--- src/rtl/systolic_feeder_if.sv ---
// Matrix-load and skewed-stream signals shared by the systolic feeder and its driver.
interface systolic_feeder_if #(
    parameter int N = 4,
    parameter int W = 8
);
    localparam int AW = (N * N > 1) ? $clog2(N * N) : 1;

    logic          wr_en;
    logic          wr_sel;
    logic [AW-1:0] wr_addr;
    logic [W-1:0]  wr_data;
    logic          start;
    logic [N*W-1:0] a_row;
    logic [N*W-1:0] b_col;
    logic          pe_clr;
    logic          busy;
    logic          done;

    modport master (
        output wr_en, wr_sel, wr_addr, wr_data, start,
        input  a_row, b_col, pe_clr, busy, done
    );

    modport slave (
        input  wr_en, wr_sel, wr_addr, wr_data, start,
        output a_row, b_col, pe_clr, busy, done
    );
endinterface

--- src/rtl/systolic_feeder.sv ---
// Holds matrices A and B and streams them diagonally skewed into the
// left/top edges of an N x N systolic array, one wavefront per cycle.
module systolic_feeder #(
    parameter int N = 4,
    parameter int W = 8
) (
    input logic            clk,
    input logic            rst,
    systolic_feeder_if.slave bus
);
    localparam int AW    = (N * N > 1) ? $clog2(N * N) : 1;
    localparam int TW    = $clog2(3 * N);
    localparam int TLAST = 3 * N - 3;

    localparam logic [1:0] IDLE   = 2'd0;
    localparam logic [1:0] CLEAR  = 2'd1;
    localparam logic [1:0] STREAM = 2'd2;
    localparam logic [1:0] DONE   = 2'd3;

    logic [1:0]    st, st_nxt;
    logic [TW-1:0] t, t_nxt;
    logic [W-1:0]  mem_a [N*N];
    logic [W-1:0]  mem_b [N*N];
    logic [N*W-1:0] a_nxt, b_nxt;
    int            k;

    always_comb begin
        st_nxt = st;
        t_nxt  = t;
        case (st)
            IDLE:   if (bus.start) st_nxt = CLEAR;
            CLEAR: begin
                st_nxt = STREAM;
                t_nxt  = '0;
            end
            STREAM: begin
                if (t == TW'(TLAST)) st_nxt = DONE;
                else                 t_nxt  = t + 1'b1;
            end
            DONE:   st_nxt = bus.start ? CLEAR : IDLE;
            default: st_nxt = IDLE;
        endcase
    end

    // Outputs are computed from the next state so every port is a flop; the
    // memory read here already sees any write committed at the start edge.
    always_comb begin
        a_nxt = '0;
        b_nxt = '0;
        k     = 0;
        for (int unsigned i = 0; i < N; i++) begin
            k = int'(t_nxt) - int'(i);
            if (st_nxt == STREAM && k >= 0 && k < N) begin
                a_nxt[i*W +: W] = mem_a[AW'(int'(i) * N + k)];
                b_nxt[i*W +: W] = mem_b[AW'(k * N + int'(i))];
            end
        end
    end

    always_ff @(posedge clk) begin
        if (rst) begin
            st         <= IDLE;
            t          <= '0;
            bus.a_row  <= '0;
            bus.b_col  <= '0;
            bus.pe_clr <= 1'b0;
            bus.busy   <= 1'b0;
            bus.done   <= 1'b0;
            mem_a      <= '{default: '0};
            mem_b      <= '{default: '0};
        end else begin
            st         <= st_nxt;
            t          <= t_nxt;
            bus.a_row  <= a_nxt;
            bus.b_col  <= b_nxt;
            bus.pe_clr <= (st_nxt == CLEAR);
            bus.busy   <= (st_nxt == CLEAR) || (st_nxt == STREAM);
            bus.done   <= (st_nxt == DONE);
            if (bus.wr_en && !bus.busy) begin
                if (bus.wr_sel) mem_b[bus.wr_addr] <= bus.wr_data;
                else            mem_a[bus.wr_addr] <= bus.wr_data;
            end
        end
    end
endmodule

--- src/flat_wrapper.sv ---
// flat-port wrapper written by rule: the top's interface ports become plain ports
module systolic_feeder_flat 
#(
    parameter int N = 4,
    parameter int W = 8
)
  (clk, rst, bus_wr_en, bus_wr_sel, bus_wr_addr, bus_wr_data, bus_start, bus_a_row, bus_b_col, bus_pe_clr, bus_busy, bus_done);
  systolic_feeder_if #(.N(N), .W(W)) bus_i ();
  input logic clk;
  input logic rst;
  input wire logic [$bits(bus_i.wr_en)-1:0] bus_wr_en;
  input wire logic [$bits(bus_i.wr_sel)-1:0] bus_wr_sel;
  input wire logic [$bits(bus_i.wr_addr)-1:0] bus_wr_addr;
  input wire logic [$bits(bus_i.wr_data)-1:0] bus_wr_data;
  input wire logic [$bits(bus_i.start)-1:0] bus_start;
  output wire logic [$bits(bus_i.a_row)-1:0] bus_a_row;
  output wire logic [$bits(bus_i.b_col)-1:0] bus_b_col;
  output wire logic [$bits(bus_i.pe_clr)-1:0] bus_pe_clr;
  output wire logic [$bits(bus_i.busy)-1:0] bus_busy;
  output wire logic [$bits(bus_i.done)-1:0] bus_done;
  assign bus_i.wr_en = bus_wr_en;
  assign bus_i.wr_sel = bus_wr_sel;
  assign bus_i.wr_addr = bus_wr_addr;
  assign bus_i.wr_data = bus_wr_data;
  assign bus_i.start = bus_start;
  assign bus_a_row = bus_i.a_row;
  assign bus_b_col = bus_i.b_col;
  assign bus_pe_clr = bus_i.pe_clr;
  assign bus_busy = bus_i.busy;
  assign bus_done = bus_i.done;
  systolic_feeder #(.N(N), .W(W)) u_core (.clk(clk), .rst(rst), .bus(bus_i));
endmodule
--- config.mk ---
export PLATFORM = sky130hd
export DESIGN_NAME = systolic_feeder_flat
export DESIGN_NICKNAME = d
export VERILOG_FILES = /design/src/rtl/systolic_feeder_if.sv /design/src/rtl/systolic_feeder.sv /design/src/flat_wrapper.sv
export SDC_FILE = /design/constraint.sdc
export NUM_CORES = 1
export LEC_CHECK = 0
export BUFFER_PORTS_ARGS = -buffer_cell sky130_fd_sc_hd__buf_2
export CAP_MARGIN = 20
export CORE_MARGIN = 2
export CORE_UTILIZATION = 40
export DETAILED_ROUTE_END_ITERATION = 10
export GPL_TIMING_DRIVEN = 0
export HOLD_SLACK_MARGIN = 0.05
export PLACE_DENSITY_LB_ADDON = 0.15
export RECOVER_POWER = 100
export SKIP_LAST_GASP = 1
export SYNTH_ARGS = -nofsm -noshare
export SYNTH_HDL_FRONTEND = slang
export SYNTH_SLANG_ARGS = --single-unit
--- constraint.sdc ---
create_clock -name clk -period 3.6 [get_ports clk]
set_input_delay 0.72 -clock clk [delete_from_list [all_inputs] [get_ports clk]]
set_output_delay 0.72 -clock clk [all_outputs]
set_load 0.01 [all_outputs]
Word-level counts from Yosys, hierarchy flattened
Cells that the tools add are included.
- reduce and logical (&&, ||, !) cells: 19
- eq/ne operators: 7
- multiplexer cells: 34
- add/subtract/negate cells: 10
- $lt $le $gt $ge: 18
- bitwise gates (word level): 14
- operators by type and width (kind ; count):
    8-bit binary-select mux with 4-bit select ; 8
    128-bit bitwise mux ; 2
    8-bit 2-to-1 mux ; 17
    4-bit by 5-bit greater-or-equal comparator with 1-bit output, second input constant ; 8
    8-bit demux with 4-bit select ; 1
    4-bit NOT ; 8
    5-bit by 1-bit greater-or-equal comparator with 1-bit output, second input constant ; 3
    5-bit by 4-bit < comparator with 1-bit output, second input constant ; 3
    1-bit logical AND ; 10
    4-bit by 2-bit subtractor with 5-bit output, second input constant ; 2
    4-bit by 3-bit adder with 4-bit output, second input constant ; 2
    4-bit adder, first input constant ; 2
    2-bit equality test, second input constant ; 4
    2-bit one-hot mux with 4 select lines ; 1
    4-bit one-hot mux with 2 select lines ; 1
    2-bit OR reduction ; 4
    5-bit greater-or-equal comparator, second input constant ; 1
    5-bit by 1-bit < comparator with 1-bit output, second input constant ; 1
    1-bit NOT ; 5
    4-bit NOT with 5-bit output ; 1
    4-bit by 1-bit subtractor with 5-bit output, second input constant ; 1
    3-bit by 4-bit adder with 4-bit output, first input constant ; 1
    4-bit by 1-bit adder with 4-bit output, second input constant ; 1
    4-bit by 2-bit adder with 4-bit output, second input constant ; 1
    other kinds (11) ; 14
- flip-flop bits (word level): 329
- output and inout bits: 67
- bits of input ports: 17

Depth between registers and ports, before layout
- depth in word-level cells: 9
- depth in mapped cells: 14

Worst setup path before layout
OpenSTA, ideal clock, no wires.
- path type: reg2reg
- start: register u_core.st[0]
- end: register u_core.bus.b_col[24]
- period minus slack after synthesis: 3.433 ns
- cell stages (with the launch flop): 13
- setup time: 0.136 ns
- setup slack: 0.167 ns
- arrival: 3.298 ns
- required time: 3.464 ns
- path through: dfxtp_1 -> inv_1 -> ha_1 -> buf_6 -> a21oi_1 -> a311oi_2 -> buf_4 -> buf_2 -> ha_1 -> buf_2 -> clkbuf_1 -> mux4_2 -> nor2b_1
- word-level cells in the longest chain between the ends: 8
- ends and longest elaborated chain (element ; RTL line ; RTL):
    from (decl) ; systolic_feeder.sv:20 ; logic [1:0] st, st_nxt;
    from (signal assigned) ; systolic_feeder.sv:72 ; st <= st_nxt;
    2-bit equality test / 2-bit by 1-bit equality test with 1-bit output (equally long branches) ; systolic_feeder.sv:30 ; case (st)
    4-bit one-hot mux with 2 select lines (*) ; systolic_feeder.sv:30 ;
    via u_core.t_nxt[0] ; systolic_feeder.sv:21 ; logic [TW-1:0] t, t_nxt;
    4-bit by 2-bit subtractor with 5-bit output (*) ; systolic_feeder.sv:52 ; k = int'(t_nxt) - int'(i);
    4-bit by 3-bit adder with 4-bit output / 5-bit by 1-bit greater-or-equal comparator with 1-bit output (equally long branches) ; systolic_feeder.sv:55, systolic_feeder.sv:53 ;
    4-bit NOT (implied by the code) / 1-bit logical AND (equally long branches) ; systolic_feeder.sv:55, systolic_feeder.sv:53 ;
    8-bit binary-select mux with 4-bit select / 1-bit logical AND (equally long branches) ; systolic_feeder.sv:55, systolic_feeder.sv:53 ;
    8-bit 2-to-1 mux (implied by the code) / 1-bit NOT (equally long branches) ; n/a ;
    8-bit 2-to-1 mux (implied by the code) / 2-bit OR reduction (equally long branches) ; n/a ;
    to (signal assigned) ; systolic_feeder.sv:75 ; bus.b_col <= b_nxt;
    to (decl) ; systolic_feeder_if.sv:26 ; output a_row, b_col, pe_clr, busy, done
The timed path passes the listed nets; every way through them passes the cells marked *. The select of a mux whose other input is x is not followed.
A chain may end at the register's enable or synchronous reset.

Final worst setup path
- start: register u_core.st[0]
- end: register u_core.bus.a_row[29]
- word-level cells in the longest chain between the ends: 8
- ends and longest elaborated chain (element ; RTL line ; RTL):
    2-bit equality test / 2-bit by 1-bit equality test with 1-bit output (equally long branches) ; systolic_feeder.sv:30 ;
    4-bit one-hot mux with 2 select lines ; systolic_feeder.sv:30 ;
    4-bit by 2-bit subtractor with 5-bit output ; systolic_feeder.sv:52 ;
    3-bit by 4-bit adder with 4-bit output / 5-bit by 1-bit greater-or-equal comparator with 1-bit output (equally long branches) ; systolic_feeder.sv:54, systolic_feeder.sv:53 ;
    4-bit NOT (implied by the code) / 1-bit logical AND (equally long branches) ; systolic_feeder.sv:54, systolic_feeder.sv:53 ;
    8-bit binary-select mux with 4-bit select / 1-bit logical AND (equally long branches) ; systolic_feeder.sv:54, systolic_feeder.sv:53 ;
    8-bit 2-to-1 mux (implied by the code) / 1-bit NOT (equally long branches) ; n/a ;
    8-bit 2-to-1 mux (implied by the code) / 2-bit OR reduction (equally long branches) ; n/a ;
    to (signal assigned) ; systolic_feeder.sv:74 ; bus.a_row <= a_nxt;
    to (decl) ; systolic_feeder_if.sv:26 ;
Several ways; a longest one is shown, not always the timed one. The select of a mux whose other input is x is not followed.

==> impl_metrics.toml <==
[power]
p_total_mw = 7.77
switchingPower_mw = 1.76
p_int_mw = 6.01
power_density_mw_per_mm2 = 505
power_frac_clock_pct = 47.8
pwr-share-seq_pct = 47.4
p_leak_nw = 6.32
switching_share_pct = 22.6
peakVddDrop_uv = 272
p_comb_share_pct = 4.9

[global_route]
antenna_found_initial = 1
grt_use_total_pct = 22.0
grt_pass1_vias = 8745
grt_overflow_total = 0
grt_pass1_wl_um = 55900
grt_max_degree = 14

[route]
dr_total_vias = 9116
drcViolationCount = 0
wl_per_cell_um = 21.0
ant_nets = 0
via_per_inst = 5.09
drt_iter0_drc = 581
wirelength_um = 37600
first_pass_iters = 5

[synth]
synth_edf_count = 0
async_flop_share_pct = 0
syn_nets = 1231
synth_ff_type = "dfxtp_1"
synthCells = 1203
synth_area_mm2 = 0.0133
seq_area_frac_synth_pct = 49.6
synth_area_per_cell_um2 = 11.0
synth_cell_type_count = 52
ys_ff_latch = 329
yosysWarningCount = 0

[finish]
fill_cells = 3037
final_net_count = 1353
drive_gt1_share_pct = 11.5
final_area_mm2 = 0.0154
fin_util_pct = 47.1
syn_to_final_growth_pct = 15.8
diodes = 0
layout.cells.non_filler = 1792

[clock_tree]
clkSinkCount = 329
path_clk_slew_ps = 60
hold_buffers = 0
clk_path_buf_depth = 3
cts_tree = "done"
cts.htree.levels = 2
cts_root_buf = "clkbuf_16"
numCtsBuffers = 36
clk_latency_ps = 520

[timing]
relSlewSlack_pct = -17.1
post-route-period-util_pct = 95.2
fmax_ghz = 0.292
hold_viol_final = 0
fin_skew_ps = 10.3
period_needed_ps = 3430
finalSetupViolations = 0
slew_violations = 18
tightest_slew_ps = 1740
rsz0062_at_grt = "true"

[flow_run]
cap_violations = 2

[run_status]
violations = "capacitance limit, slew limit"
status = "complete, but fails checks"

[floorplanning]
fp.coreArea_mm2 = 0.0326
die_w_um = 186
die_height_um = 186
ioPinCount = 84
rows = 66
dieArea_mm2 = 0.0347
initial_core_util_pct = 40.7

[critical_path]
crit_type = "register to register"
crit_fanout = 11
path_cells = "inv_1 > ha_1 > buf_6 > clkinvlp_2 > a2111oi_1 > a211oi_2 > ha_1 > nand2_1 > xnor2_1 > a41oi_2 > clkbuf_4 > nor2_1"
start_kind = "register"
reg2reg_from = "u_core.st[0]"
critPathCaptureType = "register"
cp_top_family = "compound AO/OA/AOI/OAI gates"
r2r_slack_ps = 170
required_ps = 4000
path_common_cell = "ha_1"
cp.depth = 12
r2r.worst_path.cells = 12
cp_slowest_cell = "a211oi_2"
cp_data_arrival_time_ps = 3830
crit_end = "u_core.bus.a_row[29]"
crit_start = "u_core.st[0]"
r2r_end = "u_core.bus.a_row[29]"
max_stage_delay_ps = 780
critPathBufInv = 4

[placed_design]
hpwl_um = 25400
gp_congestion = 0.836
place_area_mm2 = 0.0142
portBuffers = 81
dp.cells = 1726

[worst_hold_path]
hold_path_class = "register to register"
min_delay_path_depth = 2
stage by stage:
step                      hold slack [ps]  TNS [ps]  setup slack [ps]
after floorplan                       432         0               167
after global placement                452    -11370              -960
after detailed placement              452    -10380              -901
after CTS                             460         0              5.24
after global routing                  473     -93.0             -25.0
final                                 464         0               174
synth_stat cells, drive strengths merged, types with 2 or more instances:
library cell / instances / area (um^2)
nor2: 282 / 1070
nand2: 28 / 105
a211oi: 2 / 20.0
xnor2: 2 / 17.5
nor2b: 52 / 330
ha: 11 / 138
nor3: 3 / 31.3
and2b: 7 / 52.6
dfxtp: 329 / 6590
a211o: 2 / 17.5
nand2b: 3 / 18.8
or3: 2 / 12.5
mux4: 59 / 1370
nand3b: 4 / 30.0
inv: 8 / 32.5
nand3: 17 / 90.1
mux2i: 264 / 2640
a21oi: 11 / 55.1
o22a: 7 / 61.3
nor3b: 3 / 22.5
o21a: 2 / 15.0
o21ai: 2 / 10.0
buf: 20 / 131
clkbuf: 65 / 244
per-layer routing:
layer / share of wire (%) / track usage (%) / vias up / routed length [um]
met5: 0.029 / 0 / - / 11
met4: 1.8 / 4.98 / 2 / 676
met3: 4.7 / 3.31 / 46 / 1760
met2: 46 / 36.1 / 200 / 17500
met1: 47 / 30.9 / 4484 / 17700
li1: - / - / 4384 / -
layout make-up:
| cell class | instances | area [um^2] | area share [%] |
|---|---|---|---|
| repair buffers | 84 | 344 | 2.24 |
| clock inverters | 9 | 103 | 0.667 |
| plain buffers | 85 | 384 | 2.50 |
| flip-flops and latches | 329 | 6590 | 42.8 |
| clock buffers | 54 | 1090 | 7.09 |
| inverters | 9 | 37.5 | 0.244 |
| well taps | 442 | 553 | 3.60 |
| multi-input cells | 780 | 6280 | 40.8 |
kinds of logic after synthesis:
family	after synthesis	share of synthesized area, %
muxes	323	30.2
buffers and inverters	94	3.11
xor gates and xnor gates	3	0.198
and+or+nand+nor	409	13.8
adders and majority gates	11	1.04
AOI/OAI and AO/OA	34	2.07
DFF	329	49.6
how the worst min path moves through the flow:
stage                       from                 to  slack (ps)
2_1_floorplan  u_core.mem_a[127]  u_core.mem_a[127]         430
3_3_place_gp   u_core.mem_a[127]  u_core.mem_a[127]         450
3_5_place_dp   u_core.mem_a[122]  u_core.mem_a[122]         450
4_1_cts        u_core.mem_a[122]  u_core.mem_a[122]         460
5_1_grt        u_core.mem_a[122]  u_core.mem_a[122]         470
6_report       u_core.mem_a[122]  u_core.mem_a[122]         460
registers in the layout (all words and copies together) (netlist names):
register	flops
u_core.st	2
u_core.bus.busy	1
u_core.bus.done	1
u_core.mem_a	128
u_core.mem_b	128
u_core.bus.pe_clr	1
u_core.bus.b_col	32
u_core.bus.a_row	32
u_core.t	4
tightest hold or removal path: stages (launching register included):
cell and delay, ps:
dfxtp_1 310, nand2_1 50, a21oi_1 60
layout by cell type (no fill, tap or decap), drive strengths merged, types with 3 or more instances in the layout:
cell    netlist  final
and2b         7      7
nand2b        3      3
o22a          7      7
a21oi        11     11
nand2        28     28
nor3b         3      3
inv           8     10
nor2b        52     52
nor2        282    282
nand3        17     17
buf          20     34
dfxtp       329    329
nor3          3      3
clkinv        1      5
mux2i       264    264
clkbuf       65    189
mux4         59     59
ha           11     11
nand3b        4      4
repair_timing:
item | in CTS | in global routing
buffers inserted | 3 | 0
hold endpoints to repair | 0 | 0
setup endpoints to repair | 37 | 23
pin swaps | 2 | 0
resized for setup | 9 | 3
power groups by stage:
stage	Sequential, mW	Combinational (mW)	Clock (mW)
6_report	3.68	0.377	3.71
5_1_grt	3.68	0.403	3.93
4_1_cts	3.68	0.381	3.79
3_5_place_dp	3.76	0.377	0
3_3_place_gp	3.76	0.376	0
2_1_floorplan	3.76	0.225	0
Power figures use the tool's default switching activity.
